**src/rtl/shortcut_scheduler.sv**
```systemverilog
// shortcut_scheduler
// Walks a stored feature map in channel / row / column-group order. It issues
// reads to the activation buffer and streams tagged pixel groups into the
// shortcut block. A credit-controlled skid FIFO absorbs the buffer read latency
// and downstream back-pressure. Beats returned by the shortcut block are counted,
// and done is raised once the whole map has drained.
// Optional build macro: SHORTCUT_SCHED_PERF_EN adds the 32-bit stall_cycles port.

module shortcut_scheduler_chk #(
    parameter int FIFO_DEPTH = 4,
    parameter int CNTW       = 3
) (
    input logic            clk,
    input logic            rst,
    input logic            push,
    input logic            pop,
    input logic [CNTW-1:0] count
);
    // A return may only land on a full FIFO when the head leaves in the same cycle.
    a_no_overflow: assert property (@(posedge clk) disable iff (!rst)
        !(push && !pop && (count == CNTW'(FIFO_DEPTH))))
        else $error("shortcut_scheduler: skid FIFO overflow");
endmodule

module shortcut_scheduler #(
    parameter int N                = 16,
    parameter int IN_CHANNELS      = 24,
    parameter int FEATURE_SIZE     = 28,
    parameter int SPATIAL_PARALLEL = 2,
    parameter int RD_LATENCY       = 2,
    parameter int FIFO_DEPTH       = 4,
    localparam int AW = $clog2(IN_CHANNELS*FEATURE_SIZE*FEATURE_SIZE),
    localparam int CW = $clog2(IN_CHANNELS),
    localparam int PW = $clog2(FEATURE_SIZE),
    localparam int DW = SPATIAL_PARALLEL*N
) (
    input  logic                         clk,
    input  logic                         rst,
    input  logic                         start,
    output logic                         busy,
    output logic                         done,
    output logic                         rd_en,
    output logic [AW-1:0]                rd_addr,
    input  logic [DW-1:0]                rd_data,
    output logic [DW-1:0]                data_out,
    output logic [SPATIAL_PARALLEL*CW-1:0] channel_out,
    output logic [SPATIAL_PARALLEL-1:0]  valid_out,
    input  logic                         ready_in,
    output logic [PW-1:0]                row_idx,
    output logic [PW-1:0]                col_idx,
    input  logic [SPATIAL_PARALLEL-1:0]  sc_valid
`ifdef SHORTCUT_SCHED_PERF_EN
    ,
    output logic [31:0]                  stall_cycles
`endif
);
    localparam int TOTAL = IN_CHANNELS*FEATURE_SIZE*FEATURE_SIZE/SPATIAL_PARALLEL;
    localparam int OCW   = $clog2(TOTAL+1);
    localparam int PTRW  = (FIFO_DEPTH > 1) ? $clog2(FIFO_DEPTH) : 1;
    localparam int CNTW  = $clog2(FIFO_DEPTH+1);
    localparam int OW    = $clog2(FIFO_DEPTH+RD_LATENCY+3);
    localparam int EW    = DW + CW + 2*PW;

    typedef enum logic [1:0] {ST_IDLE, ST_ISSUE, ST_DRAIN, ST_DONE} state_t;

    state_t          r_state, w_next;
    logic            r_busy, r_done, r_rd_en;
    logic [AW-1:0]   r_rd_addr, r_next_addr;
    logic [CW-1:0]   r_c, r_iss_c;
    logic [PW-1:0]   r_r, r_j, r_iss_r, r_iss_j;
    logic [OCW-1:0]  r_out_count;

    logic [RD_LATENCY-1:0] r_pv;
    logic [CW-1:0]   r_pc [RD_LATENCY];
    logic [PW-1:0]   r_pr [RD_LATENCY];
    logic [PW-1:0]   r_pj [RD_LATENCY];

    logic [EW-1:0]   r_mem [FIFO_DEPTH];
    logic [PTRW-1:0] r_wr_ptr, r_rd_ptr;
    logic [CNTW-1:0] r_count;

    logic            w_issue, w_start_acc, w_last_group, w_has_credit;
    logic            w_push, w_pop;
    logic [OW-1:0]   w_inflight, w_used, w_limit;
    logic [EW-1:0]   w_head;
    logic [CW-1:0]   w_head_c;

    assign w_start_acc  = (r_state == ST_IDLE) && start;
    assign w_last_group = (r_c == CW'(IN_CHANNELS-1)) && (r_r == PW'(FEATURE_SIZE-1))
                          && (r_j == PW'(FEATURE_SIZE-SPATIAL_PARALLEL));
    assign w_push       = r_pv[RD_LATENCY-1];
    assign w_pop        = (r_count != {CNTW{1'b0}}) && ready_in;

    // Count reads already committed but not yet sitting in the FIFO.
    always_comb begin
        w_inflight = OW'(r_rd_en);
        for (int i = 0; i < RD_LATENCY; i++) begin
            w_inflight = w_inflight + OW'(r_pv[i]);
        end
    end

    // A slot popped at this edge is free again long before any new read can return.
    assign w_used       = OW'(r_count) + w_inflight;
    assign w_limit      = OW'(FIFO_DEPTH) + OW'(w_pop);
    assign w_has_credit = (w_used < w_limit);

    // Next-state and read-issue decision.
    always_comb begin
        w_next  = r_state;
        w_issue = 1'b0;
        case (r_state)
            ST_IDLE: begin
                if (start) w_next = ST_ISSUE;
                else       w_next = ST_IDLE;
            end
            ST_ISSUE: begin
                if (w_has_credit) begin
                    w_issue = 1'b1;
                    if (w_last_group) w_next = ST_DRAIN;
                    else              w_next = ST_ISSUE;
                end else begin
                    w_next = ST_ISSUE;
                end
            end
            ST_DRAIN: begin
                if ((r_count == {CNTW{1'b0}}) && (w_inflight == {OW{1'b0}})
                    && (r_out_count == OCW'(TOTAL))) w_next = ST_DONE;
                else                                 w_next = ST_DRAIN;
            end
            ST_DONE:  w_next = ST_IDLE;
            default:  w_next = ST_IDLE;
        endcase
    end

    // State register, status flags, read port and map walk counters.
    always_ff @(posedge clk) begin
        if (!rst) begin
            r_state     <= ST_IDLE;
            r_busy      <= 1'b0;
            r_done      <= 1'b0;
            r_rd_en     <= 1'b0;
            r_rd_addr   <= {AW{1'b0}};
            r_next_addr <= {AW{1'b0}};
            r_c         <= {CW{1'b0}};
            r_r         <= {PW{1'b0}};
            r_j         <= {PW{1'b0}};
            r_iss_c     <= {CW{1'b0}};
            r_iss_r     <= {PW{1'b0}};
            r_iss_j     <= {PW{1'b0}};
            r_out_count <= {OCW{1'b0}};
        end else begin
            r_state <= w_next;
            r_busy  <= (w_next == ST_ISSUE) || (w_next == ST_DRAIN);
            r_done  <= (w_next == ST_DONE);
            r_rd_en <= w_issue;
            if (w_start_acc) begin
                r_c         <= {CW{1'b0}};
                r_r         <= {PW{1'b0}};
                r_j         <= {PW{1'b0}};
                r_next_addr <= {AW{1'b0}};
            end else if (w_issue) begin
                r_rd_addr   <= r_next_addr;
                r_iss_c     <= r_c;
                r_iss_r     <= r_r;
                r_iss_j     <= r_j;
                r_next_addr <= r_next_addr + AW'(SPATIAL_PARALLEL);
                if (r_j == PW'(FEATURE_SIZE-SPATIAL_PARALLEL)) begin
                    r_j <= {PW{1'b0}};
                    if (r_r == PW'(FEATURE_SIZE-1)) begin
                        r_r <= {PW{1'b0}};
                        r_c <= w_last_group ? {CW{1'b0}} : r_c + CW'(1);
                    end else begin
                        r_r <= r_r + PW'(1);
                    end
                end else begin
                    r_j <= r_j + PW'(SPATIAL_PARALLEL);
                end
            end
            if (w_start_acc) begin
                r_out_count <= {OCW{1'b0}};
            end else if ((|sc_valid) && (r_out_count != OCW'(TOTAL))) begin
                r_out_count <= r_out_count + OCW'(1);
            end
        end
    end

    // Tag pipeline: follows each read until its data returns from the buffer.
    always_ff @(posedge clk) begin
        if (!rst) begin
            r_pv <= {RD_LATENCY{1'b0}};
            for (int i = 0; i < RD_LATENCY; i++) begin
                r_pc[i] <= {CW{1'b0}};
                r_pr[i] <= {PW{1'b0}};
                r_pj[i] <= {PW{1'b0}};
            end
        end else begin
            r_pv[0] <= r_rd_en;
            r_pc[0] <= r_iss_c;
            r_pr[0] <= r_iss_r;
            r_pj[0] <= r_iss_j;
            for (int i = 1; i < RD_LATENCY; i++) begin
                r_pv[i] <= r_pv[i-1];
                r_pc[i] <= r_pc[i-1];
                r_pr[i] <= r_pr[i-1];
                r_pj[i] <= r_pj[i-1];
            end
        end
    end

    // Skid FIFO holding returned data together with its tags.
    always_ff @(posedge clk) begin
        if (!rst) begin
            r_wr_ptr <= {PTRW{1'b0}};
            r_rd_ptr <= {PTRW{1'b0}};
            r_count  <= {CNTW{1'b0}};
            for (int i = 0; i < FIFO_DEPTH; i++) begin
                r_mem[i] <= {EW{1'b0}};
            end
        end else begin
            if (w_push) begin
                r_mem[r_wr_ptr] <= {rd_data, r_pc[RD_LATENCY-1], r_pr[RD_LATENCY-1],
                                    r_pj[RD_LATENCY-1]};
                r_wr_ptr <= (r_wr_ptr == PTRW'(FIFO_DEPTH-1)) ? {PTRW{1'b0}}
                                                               : r_wr_ptr + PTRW'(1);
            end
            if (w_pop) begin
                r_rd_ptr <= (r_rd_ptr == PTRW'(FIFO_DEPTH-1)) ? {PTRW{1'b0}}
                                                               : r_rd_ptr + PTRW'(1);
            end
            case ({w_push, w_pop})
                2'b10:   r_count <= r_count + CNTW'(1);
                2'b01:   r_count <= r_count - CNTW'(1);
                default: r_count <= r_count;
            endcase
        end
    end

    assign w_head      = r_mem[r_rd_ptr];
    assign w_head_c    = w_head[2*PW +: CW];
    assign data_out    = w_head[EW-1 -: DW];
    assign channel_out = {SPATIAL_PARALLEL{w_head_c}};
    assign row_idx     = w_head[PW +: PW];
    assign col_idx     = w_head[0 +: PW];
    assign valid_out   = {SPATIAL_PARALLEL{r_count != {CNTW{1'b0}}}};
    assign busy        = r_busy;
    assign done        = r_done;
    assign rd_en       = r_rd_en;
    assign rd_addr     = r_rd_addr;

`ifdef SHORTCUT_SCHED_PERF_EN
    logic [31:0] r_stall_cycles;
    logic        w_stall;

    assign w_stall = ((r_count != {CNTW{1'b0}}) && !ready_in)
                     || ((r_state == ST_ISSUE) && !w_has_credit);

    // Stall counter: cleared on start, frozen once the run finishes.
    always_ff @(posedge clk) begin
        if (!rst) begin
            r_stall_cycles <= 32'd0;
        end else if (w_start_acc) begin
            r_stall_cycles <= 32'd0;
        end else if (w_stall) begin
            r_stall_cycles <= r_stall_cycles + 32'd1;
        end
    end

    assign stall_cycles = r_stall_cycles;
`endif

    shortcut_scheduler_chk #(
        .FIFO_DEPTH (FIFO_DEPTH),
        .CNTW       (CNTW)
    ) u_chk (
        .clk   (clk),
        .rst   (rst),
        .push  (w_push),
        .pop   (w_pop),
        .count (r_count)
    );
endmodule

```
**config.mk**
```make
export PLATFORM = sky130hd
export DESIGN_NAME = shortcut_scheduler
export DESIGN_NICKNAME = d
export VERILOG_FILES = /design/src/rtl/shortcut_scheduler.sv
export SDC_FILE = /design/constraint.sdc
export NUM_CORES = 1
export LEC_CHECK = 0
export CAP_MARGIN = 0
export CELL_PAD_IN_SITES_DETAIL_PLACEMENT = 1
export CELL_PAD_IN_SITES_GLOBAL_PLACEMENT = 1
export CORE_MARGIN = 2
export CORE_UTILIZATION = 29
export CTS_CLUSTER_DIAMETER = 150
export DETAILED_ROUTE_END_ITERATION = 7
export GPL_TIMING_DRIVEN = 0
export PLACE_DENSITY = 0.64
export SYNTH_ARGS = -nofsm -noshare
export SYNTH_HDL_FRONTEND = slang
export SYNTH_SLANG_ARGS = --single-unit
```
**constraint.sdc**
```tcl
create_clock -name clk -period 4.3 [get_ports clk]
set_clock_uncertainty 0.15 [all_clocks]
set_input_delay 0.86 -clock clk [delete_from_list [all_inputs] [get_ports clk]]
set_output_delay 0.86 -clock clk [all_outputs]
set_load 0.02 [all_outputs]
```
## Word level (Yosys, flattened, before mapping)

Memory sizes are Yosys's and may differ from the RTL's. A register that Yosys moved wholly into a read port is not among the register bits.
Cells that the tools add are included.

- Add/sub/neg operators: 13
- $lt $le $gt $ge: 1
- Eq/ne operators: 15
- Mux-type cells: 29
- Bitwise operators: 8
- Reductions and logical operators: 19

Operators with widths:

| cell | count |
|---|---|
| $mux 47 | 1 |
| $reduce_or 47->1 | 1 |
| $mux 5 | 9 |
| $add 15x2->15 const B | 1 |
| $eq 5x5->1 const B | 3 |
| $add 14x1->14 const B | 1 |
| $eq 14x14->1 const B | 1 |
| $eq 2x2->1 const B | 7 |
| $mux 2 | 7 |
| $ne 14x14->1 const B | 1 |
| $add 5x1->5 const B | 2 |
| $mux 1 | 10 |
| $pmux 2 s4 | 1 |
| $logic_and 1x1->1 | 7 |
| $eq 2x1->1 const B | 3 |
| $or 1x1->1 | 6 |
| $pmux 3 s2 | 1 |
| $add 5x2->5 const B | 1 |
| $add 2x1->2 const B | 2 |
| $add 3x1->4 const A | 1 |
| $add 3x3->4 | 1 |
| $logic_not 4->1 | 1 |
| $lt 4x4->1 | 1 |
| $reduce_and 2->1 | 2 |
| other kinds (12) | 14 |

- Register bits: 88
- Bits in writable memories: 218
- Bits of input ports: 38
- Output and inout bits: 72
- Memories: 4

Memory list:

| memory | words | width | rd ports | clocked after Yosys merged registers in | wr ports | line | text |
|---|---|---|---|---|---|---|---|
| r_mem | 4 | 47 | 1 | 1 | 4 | 78 | `logic [EW-1:0] r_mem [FIFO_DEPTH];` |
| r_pc | 2 | 5 | 2 | 0 | 2 | 74 | `logic [CW-1:0] r_pc [RD_LATENCY];` |
| r_pj | 2 | 5 | 2 | 0 | 2 | 76 | `logic [PW-1:0] r_pj [RD_LATENCY];` |
| r_pr | 2 | 5 | 2 | 0 | 2 | 75 | `logic [PW-1:0] r_pr [RD_LATENCY];` |

## Depth between registers and ports, before layout

- Word-level depth: 9
- Depth in mapped cells: 12

## Worst setup path before layout

No wires, ideal clock.

- Kind: register to register
- Start: register r_rd_en (netlist: rd_en)
- End: register r_busy (netlist: busy)
- Arrival: 2982 ps
- Data required time: 4035 ps
- Slack: 1053 ps
- Cell stages (with the launch flop): 13
- Path buffers: 2
- Period minus slack after synthesis: 3247 ps
- Cell sequence: dfxtp_1 > fa_1 > ha_1 > inv_1 > fa_1 > nand2b_1 > o21a_4 > buf_2 > buf_2 > nor3_1 > o22ai_1 > ha_1 > and2_1

- Word-level cells in the longest chain between the ends: 9
- Elaborated cells between the ends (all ways): 13
- Those cells by class: add/sub: 3; order compare: 1; eq/ne: 2; mux: 3; reduce/logical: 4

RTL lines:

| what | line | text |
|---|---|---|
| start, declared | 67 | `logic r_busy, r_done, r_rd_en;` |
| start signal, assigned | 155 | `r_rd_en <= w_issue;` |
| $add 1x1->2 * | 98 | `w_inflight = w_inflight + OW'(r_pv[i]);` |
| $add 2x1->3 * | 98 |  |
| parallel branches: the longest is 4 deep, another holds $add 3x3->4 | -- |  |
| $pmux 2 s4 * | 111 | `case (r_state)` |
| $eq 2x1->1 / $eq 2x2->1 (equally long branches) | 153 | `r_busy <= (w_next == ST_ISSUE) \|\| (w_next == ST_DRAIN);` |
| $logic_or 1x1->1 * | 153 |  |
| end signal, assigned | 153 |  |
| end, declared | 67 |  |

Mark *: on every way between the ends.
A chain may end at the register's enable or synchronous reset.

==> key figures <==
Setup path
  • Critical path type: flip-flop to output pin
  • Worst path required time: 3290 ps
  • R2r setup slk: 720 ps
  • Worst Path Max Fanout: 10
  • Crit end category: output pin
  • CP arrival: 2970 ps
  • Crit start category: flip-flop

Placement
  • Cell Area, Placed: 14700 um2
  • Final HPWL DP: 21600 um
  • GPL Wtd Cong: 0.787
  • Inst Count DP: 1698
  • IO buf count: 108

Layout
  • Layout cells sized above 1: 0.109
  • Fill cell total of the finished layout: 4728
  • Commonest non-fill, non-tap cells in the layout: edfxtp_1, and2_1, dfxtp_1, clkdlybuf4s50_1, clkbuf_1
  • Post-Layout Cell Count: 1758
  • Footprint of the multi-input gates: 4560 um2
  • Most common cell after layout, fill and taps aside: edfxtp_1
  • Syn-to-layout area delta: 23.7%
  • Fin util: 0.362
  • Final Cell Area: 15900 um2
  • Ant. Diodes: 0
  • Net count, final: 1196
  • Seq. cell area: 7930 um2

Synthesis
  • Xor and xnor fraction of the mapped netlist area: 0.00682
  • Yosys top cell area share: 0.440
  • Top post-synthesis cells by area: edfxtp_1, dfxtp_1, and2_1
  • Synth Area in Compound Gates: 0.0616
  • Multiplexer area fraction after synthesis: 0.0879
  • Post-synth EDFFs: 188
  • Mapped Area: 12800 um2
  • Largest family of logic cells by synthesized area: simple AND/OR/NAND/NOR gates
  • Ys Warns: 0
  • #FFs+latches synth: 302
  • Cell variety after synth: 53
  • Post-Synthesis Cells: 993
  • Syn Area/Cell: 12.9 um2
  • Fraction of registers with async set/reset: 0
  • Post-synth top flop: edfxtp_1
  • Adder-cell share of the synthesized area: 0.0164
  • Synth area leader: edfxtp_1
  • Sequential share of the synthesized area: 0.617
  • Post-synthesis simple-gate area fraction: 0.179

Detailed routing
  • WL/cell: 18.5 um
  • DR pass1 iterations: 6
  • DRT iter0 DRCs: 433
  • ANT nets after route: 0
  • Final WL: 32600 um
  • Via density: 4.76
  • Post-route DRC: 0
  • Total number of vias: 8373

Timing
  • Minimum clock period: 3980 ps
  • Worst rel slew slack: 0.291
  • Worst hold margin: 269 ps
  • Setup tns final: 0 ps
  • Final setup fails: 0
  • Fmax: 251 MHz
  • Worst-margin pin slew: 1060 ps
  • Fin. Hold Viols: 0
  • Pins Over Slew Limit: 0
  • Final period util: 0.926
  • RSZ-0062 raised after global routing: no

Power and ir drop
  • Static leakage: 0.00558 uW
  • Peak supply drop: 251 uV
  • Power density over cell area: 419 nW/um2

Floorplanning
  • Initial Util: 0.292
  • Die area: 46000 um2
  • Cell row count: 77
  • Core box area: 43900 um2
  • Chip height: 214 um
  • IO Pins: 110
  • Die Width: 214 um

CTS
  • Post-CTS sizing: 0
  • CTS max path bufs: 3
  • CTS tree: yes
  • H-tree depth: 2
  • Skew-Pair Late Insertion Delay: 540 ps
  • Reg clk slew, reported paths: 60 ps
  • Total CTS buffers: 35
  • CTS Sinks: 302
  • Post-CTS setup buffers: 0
  • Root Buffer: clkbuf_16
  • Cts hold-fix bufs: 0

Hold path
  • Worst min-delay path class: flip-flop to flip-flop

Global routing
  • Antenna violations before repair: 0
  • First-pass GRT wire length: 51700 um
  • Number of global-route vias before repair: 9116
  • Largest net degree at the start of global routing: 48
  • Total track usage: 0.144
  • Overflow after GRT: 0

Status
  • Status: finished clean

Job
  • Max-Cap Viols: 0
-- cells by family (layout without fill, tap and decap cells) --
group,count (synthesis),count (layout)
other,1,5
xor gates and xnor gates,10,10
and+or+nand+nor,386,386
buffers and inverters,90,259
DFF,302,302
AOI/OAI and AO/OA,135,135
adders and majority gates,15,15
muxes,54,54
-- cells in the mapped netlist (2+ instances only) --
master,number
xor2_1,9
nor3b_1,5
and2_1,174
o21ai_0,42
nand2_1,26
mux4_2,47
a21o_1,2
nor2_1,16
buf_4,8
and3_1,47
mux2i_1,7
o31ai_1,13
buf_1,2
and4_1,4
or3_1,12
clkbuf_1,56
nor3_1,8
nor4_1,4
nand4b_1,3
or4_1,16
edfxtp_1,188
inv_1,13
a21oi_1,60
buf_2,9
or2_2,2
nand2b_1,9
ha_1,12
dfxtp_1,114
o41ai_1,2
and4b_1,2
fa_1,3
o311ai_1,4
nand4_1,11
nand3_1,43
nand3b_1,2
-- cell type report --
cell class / count / area share
Buffer: 76 / 0.0210
Clock buffer: 48 / 0.0647
Clock inverter: 12 / 0.00819
Inverter: 14 / 0.00331
Multi-Input combinational cell: 605 / 0.287
Sequential cell: 302 / 0.499
Tap cell: 592 / 0.0466
Timing Repair Buffer: 109 / 0.0698
-- per-stage QoR --
step | setup WS [ps] | power [uW]
2_1_floorplan | 1050 | 3490
3_3_place_gp | -919 | 3730
3_5_place_dp | 250 | 3740
4_1_cts | 215 | 6760
5_1_grt | 160 | 6890
6_report | 320 | 6660
-- metal layers --
layer | part of all wire | wire length [um] | track usage | vias up
li1 | - | - | - | 3965
met1 | 0.42 | 13700 | 0.172 | 4222
met2 | 0.52 | 16900 | 0.264 | 143
met3 | 0.040 | 1300 | 0.0278 | 43
met4 | 0.020 | 650 | 0.0363 | 0
met5 | 0 | 0 | 0 | -
-- registers in the layout (all words and copies together), names as in the netlist, 3 cells and up, named ones only --
name / flops
r_j: 4
r_c: 5
r_r: 5
r_pc: 10
r_pj: 8
r_iss_j: 4
r_mem: 188
r_next_addr: 14
r_iss_r: 5
r_iss_c: 5
r_count: 3
r_pr: 10
rd_addr: 14
r_out_count: 14
-- final timing paths --
check,from,endpoint,cells after the start
setup / recovery,flip-flop,data_out[20],4
hold / removal,r_pr[0][2]$_SDFF_PN0_,r_pr[0][7]$_SDFF_PN0_,1
setup reg to reg,r_pv[1]$_SDFF_PN0_,busy$_SDFF_PN0_,12
hold reg to reg,r_pr[0][2]$_SDFF_PN0_,r_pr[0][7]$_SDFF_PN0_,1
-- power breakdown --
group          switching (uW)  total [uW]  internal (uW)
logic                     275         483            208
registers                30.5        3180           3150
clock network            1200        3000           1800
-- worst max-delay path: stages, from the launching register on --
cell and delay (ps):
dfxtp_1 340, clkbuf_1 500, clkbuf_1 600, mux4_2 440, clkdlybuf4s50_1 560
Note: power is estimated with default switching activity, not from simulation.
